## config.mk

```make
export PLATFORM = sky130hd
export DESIGN_NAME = oam_dma
export DESIGN_NICKNAME = d
export VERILOG_FILES = /design/src/rtl/oam_dma.sv
export SDC_FILE = /design/constraint.sdc
export NUM_CORES = 1
export LEC_CHECK = 0
export CORE_MARGIN = 10
export CORE_UTILIZATION = 40
export DETAILED_ROUTE_END_ITERATION = 10
export MAX_ROUTING_LAYER = met4
export PLACE_DENSITY = 0.71
export REMOVE_ABC_BUFFERS = 1
export SLEW_MARGIN = 15
export SYNTH_ARGS = -nofsm -noshare
export SYNTH_HDL_FRONTEND = slang
export SYNTH_SLANG_ARGS = --single-unit
```

## constraint.sdc

```tcl
create_clock -name clk -period 2.37 [get_ports clk]
set_input_delay 0.474 -clock clk [delete_from_list [all_inputs] [get_ports clk]]
set_output_delay 0.474 -clock clk [all_outputs]
set_load 0.05 [all_outputs]
```

## src/rtl/oam_dma.sv

```systemverilog
// Sprite DMA engine behind $4014: copies one CPU page into OAMDATA.
// Owns the shared CPU bus and stalls the CPU core for the whole transfer.
module oam_dma #(
    parameter logic [15:0] OAMDATA_ADDR = 16'h2004,
    parameter int          NBYTES       = 256
) (
    input  logic        clk,
    input  logic        reset,
    input  logic        tick,
    input  logic        wr4014,
    input  logic [7:0]  cpuwdata,
    output logic        halt,
    output logic [15:0] dmaaddr,
    output logic [7:0]  dmawdata,
    output logic        dmawr,
    output logic        dmareq,
    input  logic        dmaack,
    input  logic [7:0]  dmardata,
    output logic        busy
);

    localparam logic [2:0] IDLE  = 3'd0;
    localparam logic [2:0] DUMMY = 3'd1;
    localparam logic [2:0] ALIGN = 3'd2;
    localparam logic [2:0] RD    = 3'd3;
    localparam logic [2:0] WR    = 3'd4;

    localparam logic [7:0] LAST = 8'(NBYTES - 1);

    logic [2:0] state;
    logic [7:0] page;
    logic [7:0] count;
    logic [7:0] byte_q;
    logic       odd;
    logic       done;
    logic       ack;
    logic       complete;

    // Acks are only meaningful while a request is outstanding.
    assign ack      = dmareq & dmaack;
    assign complete = done | ack;
    assign busy     = (state != IDLE);
    assign halt     = busy;

    always_ff @(posedge clk) begin
        if (reset) begin
            state    <= IDLE;
            page     <= 8'h00;
            count    <= 8'h00;
            byte_q   <= 8'h00;
            odd      <= 1'b0;
            done     <= 1'b0;
            dmareq   <= 1'b0;
            dmawr    <= 1'b0;
            dmaaddr  <= 16'h0000;
            dmawdata <= 8'h00;
        end else begin
            if (ack) begin
                dmareq <= 1'b0;
                done   <= 1'b1;
                if (!dmawr) byte_q <= dmardata;
            end
            if (tick) begin
                odd <= ~odd;
                case (state)
                    IDLE: begin
                        if (wr4014) begin
                            page  <= cpuwdata;
                            count <= 8'h00;
                            state <= DUMMY;
                        end
                    end
                    DUMMY: begin
                        if (odd) begin
                            state <= ALIGN;
                        end else begin
                            state   <= RD;
                            dmaaddr <= {page, count};
                            dmawr   <= 1'b0;
                            dmareq  <= 1'b1;
                            done    <= 1'b0;
                        end
                    end
                    ALIGN: begin
                        state   <= RD;
                        dmaaddr <= {page, count};
                        dmawr   <= 1'b0;
                        dmareq  <= 1'b1;
                        done    <= 1'b0;
                    end
                    RD: begin
                        if (complete) begin
                            state    <= WR;
                            dmaaddr  <= OAMDATA_ADDR;
                            dmawdata <= ack ? dmardata : byte_q;
                            dmawr    <= 1'b1;
                            dmareq   <= 1'b1;
                            done     <= 1'b0;
                        end
                    end
                    WR: begin
                        if (complete) begin
                            count <= count + 8'd1;
                            done  <= 1'b0;
                            if (count == LAST) begin
                                state  <= IDLE;
                                dmareq <= 1'b0;
                            end else begin
                                state   <= RD;
                                dmaaddr <= {page, count + 8'd1};
                                dmawr   <= 1'b0;
                                dmareq  <= 1'b1;
                            end
                        end
                    end
                    default: state <= IDLE;
                endcase
            end
        end
    end

endmodule

```

# ---- Word level (Yosys, flattened, before mapping)
# Cells that the tools add are included.
dict set report totals {
  output_inout_bits 28
  ram_bits 0
  ff_bits 55
  wordCells 68
  input_bits 21
  n_memories 0
  romBits 0
  latch_bits 0
}
dict set report classes {
  reduce_logical 11
  mul 0
  order_cmp 0
  n_shift 0
  eq_ne 10
  bitwise 4
  div_mod_pow 0
  n_mux 32
  add_sub_neg 1
}
# operator n
set op_table {}
lappend op_table {{$mux 16} 4}
lappend op_table {{$pmux 16 s4} 1}
lappend op_table {{$mux 8} 3}
lappend op_table {{$pmux 8 s2} 1}
lappend op_table {{$mux 1} 15}
lappend op_table {{$pmux 3 s5} 1}
lappend op_table {{$ne 2x2->1 const B} 5}
lappend op_table {{$mux 3} 3}
lappend op_table {{$add 8x1->8 const B} 1}
lappend op_table {{$eq 8x8->1 const B} 1}
lappend op_table {{$pmux 1 s4} 2}
lappend op_table {{$reduce_and 4->1} 2}
lappend op_table {{$eq 3x2->1 const B} 2}
lappend op_table {{$reduce_and 3->1} 2}
lappend op_table {{$reduce_and 6->1} 1}
lappend op_table {{$reduce_bool 4->1} 1}
lappend op_table {{$eq 3x1->1 const B} 1}
lappend op_table {{$eq 3x3->1 const B} 1}
lappend op_table {{$logic_not 3->1} 1}
lappend op_table {{$pmux 1 s3} 1}
lappend op_table {{$reduce_bool 3->1} 1}
lappend op_table {{$mux 2} 1}
lappend op_table {{$not 1->1} 2}
lappend op_table {{$reduce_and 2->1} 1}
lappend op_table {{4 further kinds} 4}

# ---- Logic depth before layout (Yosys ltp)
# Gate-level depths: netlist (run 1).
dict set report depth {
  word_depth 5
  depth_mapped 7
  mapped_depth_nobuf 5
}

# ---- Least setup slack after synthesis (run 1)
# No wires, ideal clock.
dict set report synth_path {
  kind {register to register}
  from {register count[1]}
  to {register dmaaddr[1]}
  n_path_buf 1
  setup_slack_ps 495
  required_ps 2247
  setup_ps 123
  stages_incl_launch_ff 7
  t_arrival_ps 1751
  path_cell_list {dfxtp_1 > ha_1 > clkbuf_1 > and3_1 > a21oi_4 > o211ai_2 > mux2_1}
}
dict set report synth_between {
  elab_chain_len 4
}
# item line
set synth_lines {}
lappend synth_lines {{start, declared} 32} ;# logic [7:0] count;
lappend synth_lines {{start signal, assigned} 103} ;# count <= count + 8'd1;
lappend synth_lines {{$add 8x1->8} 110} ;# dmaaddr <= {page, count + 8'd1};
lappend synth_lines {{$mux 16} 105} ;# if (count == LAST) begin
lappend synth_lines {{$mux 16} 102} ;# if (complete) begin
lappend synth_lines {{$pmux 16 s4} 65} ;# case (state)
lappend synth_lines {{end signal, assigned} 78} ;# dmaaddr <= {page, count};
lappend synth_lines {{end signal, assigned} 86} ;# dmaaddr <= {page, count};
lappend synth_lines {{end signal, assigned} 110}
lappend synth_lines {{end, declared} 13} ;# output logic [15:0] dmaaddr,
# Several ways; a longest one is shown, not always the timed one. The select of a mux whose other input is x is not followed.
# A chain may end at the register's enable or synchronous reset.

# ---- Worst setup path in the final report (run 1)
dict set report layout_path {
  from {register count[1]}
  to {register dmaaddr[11]}
}
dict set report layout_between {
  elab_chain_len 3
}
# item line
set layout_lines {}
lappend layout_lines {{$eq 8x8->1} 105}
lappend layout_lines {{$ne 2x2->1 (no source line)} --}
lappend layout_lines {{$reduce_and 6->1 (no source line)} --}
# No other way between the ends.

==> results of run 1 <==
[synth_stat cells, types with 3 or more instances]
cell       count  area, µm²
dfxtp_1       55       1101
nand2_1       50      187.7
nor2_1        27      101.4
a21oi_1       23      115.1
mux2i_1       20      200.2
clkbuf_1      14      52.55
nand3_1       14      70.07
a311oi_1      12      105.1
o21ai_0       10      50.05
buf_2          7      35.03
o21bai_1       7      52.55
a211oi_1       5      37.54
a211o_1        4      35.03
a21boi_0       4      30.03
nand4_1        4      25.02
o2111ai_1      4      35.03
and3_1         3      18.77
buf_4          3      22.52
nor2b_1        3      18.77
o22ai_1        3      18.77
or3_1          3      18.77
[stage by stage]
stage | setup WS (ns) | utilization, %
CTS | 0.2780 | 50.91
detailed placement | 0.2902 | 49.53
global route | 0.1709 | 50.91
global placement | 0.3482 | 49.53
finish | 0.2601 | 50.91
floorplan | 0.1015 | -
[power breakdown]
| group | leakage, nW | total, W | switching (W) | internal (W) |
|---|---|---|---|---|
| combinational | 0.720 | 0.000299 | 0.000173 | 0.000126 |
| clock | 0.0461 | 0.000551 | 0.000336 | 0.000214 |
| sequential | 0.445 | 0.000971 | 0.0000231 | 0.000948 |
[layout make-up]
cell class	count	area, µm²	area share, %
multi-input combinational	238	1490	43.56
sequential	55	1101	32.19
timing repair buffer	68	625.6	18.29
tap	80	100.1	2.926
clock buffer	5	68.82	2.012
clock inverter	3	23.77	0.6950
inverter	3	11.26	0.3292
[routing by layer]
metal	global-route usage (%)	part of all wire, %	up-vias
met2	22.42	46	67
met3	3.686	5.9	4
met1	18.33	47	1191
met5	-	0	-
li1	-	-	1261
met4	1.925	0.26	0
[sequential cells by signal, indices dropped and copies added, names as in the netlist]
signal	flops
dmawdata	8
page	8
dmawr	1
done	1
dmaaddr	16
byte_q	8
count	8
odd	1
dmareq	1
state	3
[cells in the final DEF (no fill, tap or decap), types with 3 or more instances in the layout]
cell             synthesis  final
a21boi_0                 4      4
a211oi_1                 5      5
or3_1                    3      3
nand2_1                 50     50
a311oi_1                12     12
dfxtp_1                 55     55
clkbuf_8                 0      5
and3_1                   3      3
a211o_1                  4      4
nor2b_1                  3      3
buf_4                    3     22
nand4_1                  4      4
clkdlybuf4s50_1          0     46
o2111ai_1                4      4
nand3_1                 14     14
nor2_1                  27     27
o22ai_1                  3      3
o21bai_1                 7      7
o21ai_0                 10     10
a21oi_1                 23     23
mux2i_1                 20     20
[final timing paths]
check,cells after the start,endpoint,start,slack (ns)
worst min-delay path,2,byte_q[7],byte_q[7],0.46
worst max-delay path,6,dmaaddr[11],count[1],0.26
worst min register to register,2,byte_q[7],byte_q[7],0.46
worst max register to register,6,dmaaddr[11],count[1],0.26
[cell families after synthesis]
kind of cell,Yosys count,synth area share (%)
fa+ha+maj,1,0.4568
compound gates,90,23.39
flops,55,40.20
xor+xnor,2,0.6397
mux,21,7.720
buf+inv,30,5.390
simple gates,124,22.20
[worst max-delay path, cell delays in order, from the launching register on]
cell,delay [ns]
dfxtp_1,0.48
ha_1,0.23
and3_1,0.31
a21oi_4,0.11
o211ai_2,0.42
buf_4,0.28
mux2i_1,0.20
==> out/qor.yml, run 1 <==
ios: 49
min_period_ns: 2.110
clock_sinks: 55
vdd_ir_drop_max_mv: 0.2785
drive_above_1_share_pct: 11.56
dr.pass1.iters: 4
grt_pass1_vias: 2370
hold_buffers: 0
placed_cells: 444
grt_max_degree: 27
die_y_um: 102.7
drc_errors: 0
dr.first_iter.drc_count: 146
area_growth_pct: 24.90
power_leakage_nw: 1.211
fin_cells: 452
antenna_cells: 0
critPathMaxFanout: 8
synthCells: 323
cap_violations: 0
wl_per_cell_um: 15.99
fin_area_mm2: 0.003421
fin_total_pwr_w: 0.001820
fin_tns_setup_ns: 0
io_buffers: 48
path_class: "flip-flop to flip-flop"
grt_pass1_wl_um: 11910
maxSlewViolCount: 0
n_fill_cell: 635
status: "finished, final reports clean"
slew_headroom_pct: 64.79
routed_via_density: 5.582
setup_viol: 0
clock_latency_ns: 0.31
gp_congestion: 0.8534
cts_tree: "built"
finalHoldWorstSlack_ns: 0.4623
nets: 393
clkTransAtPathRegs_ns: 0.11
cts_buffer_depth: 2
async_flop_share_pct: 0
rows: 30
power_density_mw_per_mm2: 532.2
synth-seq-cells: 55
htreeDepth: 2
drt_wl_total_um: 7229
ys_warn_count: 0
crit_arrival_ns: 2.35
initial_utilization_pct: 40.76
finalHoldViolations: 0
cts-root-buf: "clkbuf_8"
cts_setup_buffers: 0
endpoint_kind: "flip-flop"
chipWidth_um: 102.7
skew_ns: 0.009953
cts_repair_resize_count: 0
postSynthAreaPerCell_um2: 8.479
dp_hpwl_um: 5283
tightest_slew_ns: 0.5262
cts-buffers-inserted: 5
synth.distinct_cells: 60
synth-main-ff-cell: "dfxtp_1"
grt_antenna_before_repair: 0
fmax_mhz: 474.0
grt.total_usage_pct: 14.20
rsz0062_at_grt: "no"
synth_edf_count: 0
hold_class: "flip-flop to flip-flop"
required_ns: 2.61
syn-cell-area_mm2: 0.002739
coreArea_mm2: 0.006719
dieArea_mm2: 0.01056
start_kind: "flip-flop"
num_vias: 2523
ant_nets: 0
grt-ovfl-total: 0
dpl-instance-area_mm2: 0.003328
timing.final.crit_share_pct: 89.02
synth-seq-area-share_pct: 40.20
Note: power is estimated with default switching activity, not from simulation.
==> run 2: changes to the inputs <==
- CORE_UTILIZATION: 40 -> 50
- PLACE_DENSITY: 0.71 -> 0.84
==> run 2 against run 1 <==
  * Cell count is 3.1% lower
  * Non-clock buffer count shrank 4
  * Flip-flop and latch count did not move
  * Critical path depth stayed put
  * Routed wire length decreased by 3.0%
  * Cell area shrank 1.4%
  * Core utilization is 14 points higher
  * Clock skew rose by 0.0042 ns
  * Setup slack improved by 0.0026 ns
  * Critical endpoint is now dmaaddr[9]
  * Largest power group unchanged
==> out/qor.yml, run 2 (same netlist as run 1, synthesis figures left out) <==
skew_ns: 0.01417
path_cells: "ha_1 -> and3_1 -> a21oi_4 -> o211ai_2 -> buf_4 -> mux2i_1"
io_buffers: 48
finalHoldViolations: 0
fin_total_pwr_w: 0.001801
cpPeakStageDelay_ns: 0.46
coreArea_mm2: 0.005205
n_fill_cell: 448
routed_via_density: 5.806
status: "finished, final reports clean"
fmax_mhz: 474.6
grtUsageMet2_pct: 26.27
required_ns: 2.61
nets: 389
rows: 26
min_period_ns: 2.107
largest_reg_flops: 16
maxSlewViolCount: 0
cts-root-buf: "clkbuf_8"
drt_wl_total_um: 7012
chipWidth_um: 94.01
initial_utilization_pct: 52.62
cts_setup_buffers: 0
fin_tns_setup_ns: 0
grt_pass1_vias: 2491
drc_errors: 0
endpoint_kind: "flip-flop"
final_cell_mix: "55 x dfxtp_1, 50 x nand2_1, 46 x clkdlybuf4s50_1, 27 x nor2_1, 23 x a21oi_1"
clkTransAtPathRegs_ns: 0.10
power_density_mw_per_mm2: 533.7
grt_pass1_wl_um: 11920
dieArea_mm2: 0.008838
start_kind: "flip-flop"
dp_hpwl_um: 5045
tightest_slew_ns: 0.5449
use_met3_pct: 3.917
slew_headroom_pct: 63.45
gp_congestion: 0.9045
clock_sinks: 55
grt_antenna_before_repair: 0
multi_input_area_mm2: 0.001490
num_vias: 2543
cts_tree: "built"
use_met1_pct: 20.56
setup_viol: 0
drive_above_1_share_pct: 10.33
cpMaxStageDelayCell: "dfxtp_1"
cts_buffer_depth: 2
ios: 49
power_leakage_nw: 1.188
area_growth_pct: 23.21
htreeDepth: 2
die_y_um: 94.01
grt_max_degree: 24
antenna_cells: 0
top_register: "dmaaddr"
clock_latency_ns: 0.32
dpl-instance-area_mm2: 0.003286
critPathMaxFanout: 12
gr-max-usage-layer: "met2"
ff_latch_area_mm2: 0.001101
grt.total_usage_pct: 16.83
rsz0062_at_grt: "no"
dr.first_iter.drc_count: 210
hold_class: "flip-flop to flip-flop"
grt-ovfl-total: 0
cts-buffers-inserted: 5
timing.final.crit_share_pct: 88.91
placed_cells: 430
ant_nets: 0
final_common_cell: "dfxtp_1"
cap_violations: 0
hold_buffers: 0
crit_arrival_ns: 2.35
fin_cells: 438
vdd_ir_drop_max_mv: 0.3676
path_class: "flip-flop to flip-flop"
dr.pass1.iters: 5
cts_repair_resize_count: 0
fin_area_mm2: 0.003374
wl_per_cell_um: 16.01
[run 2: final timing paths]
path | start | end | slack (ns) | depth (start not counted)
hold / removal | page[7] | dmaaddr[15] | 0.46 | 2
hold reg to reg | page[7] | dmaaddr[15] | 0.46 | 2
setup / recovery | count[1] | dmaaddr[9] | 0.26 | 6
setup reg to reg | count[1] | dmaaddr[9] | 0.26 | 6
[run 2: layout make-up]
type | instances | area share [%]
Clock inverter | 2 | 0.4820
Timing Repair Buffer | 64 | 17.65
Sequential cell | 55 | 32.63
Inverter | 3 | 0.3337
Tap cell | 70 | 2.595
Clock buffer | 6 | 2.151
Multi-Input combinational cell | 238 | 44.16
[run 2: metrics by stage]
| stage | util (%) | worst slack [ns] | hold slack (ns) |
|---|---|---|---|
| final | 64.83 | 0.2627 | 0.4607 |
| after global routing | 64.83 | 0.1032 | 0.4801 |
| after CTS | 64.83 | 0.2765 | 0.4636 |
| after detailed placement | 63.13 | 0.2185 | 0.4489 |
| after global placement | 63.13 | 0.2592 | 0.4363 |
| after floorplan | - | 0.1015 | 0.4305 |
[run 2: where the power goes]
| part | total [W] | internal [W] | leakage (nW) | switching (W) |
|---|---|---|---|---|
| combinational | 0.000291 | 0.000121 | 0.701 | 0.000170 |
| sequential | 0.000970 | 0.000947 | 0.445 | 0.0000230 |
| clock | 0.000540 | 0.000213 | 0.0418 | 0.000326 |
| total | 0.00180 | 0.00128 | 1.19 | 0.000520 |
[run 2: critical path: cells and delay by family (launching register included)]
family | cells | cell delay [ns]
fa+ha+maj | 1 | 0.40
buf+inv | 1 | 0.28
compound gates | 2 | 0.34
mux | 1 | 0.22
simple gates | 1 | 0.33
flops | 1 | 0.46
[run 2: per-layer routing]
| metal | vias to the layer above | share of wire [%] |
|---|---|---|
| met5 | - | 0 |
| met2 | 88 | 46 |
| met4 | 0 | 2.0 |
| li1 | 1253 | - |
| met1 | 1192 | 46 |
| met3 | 10 | 6.7 |
==> run 3: changes to the inputs <==
- ABC_AREA: not set -> 0
==> results of run 3 <==
The final DEF is identical to that of run 2; final timing and power are the same.
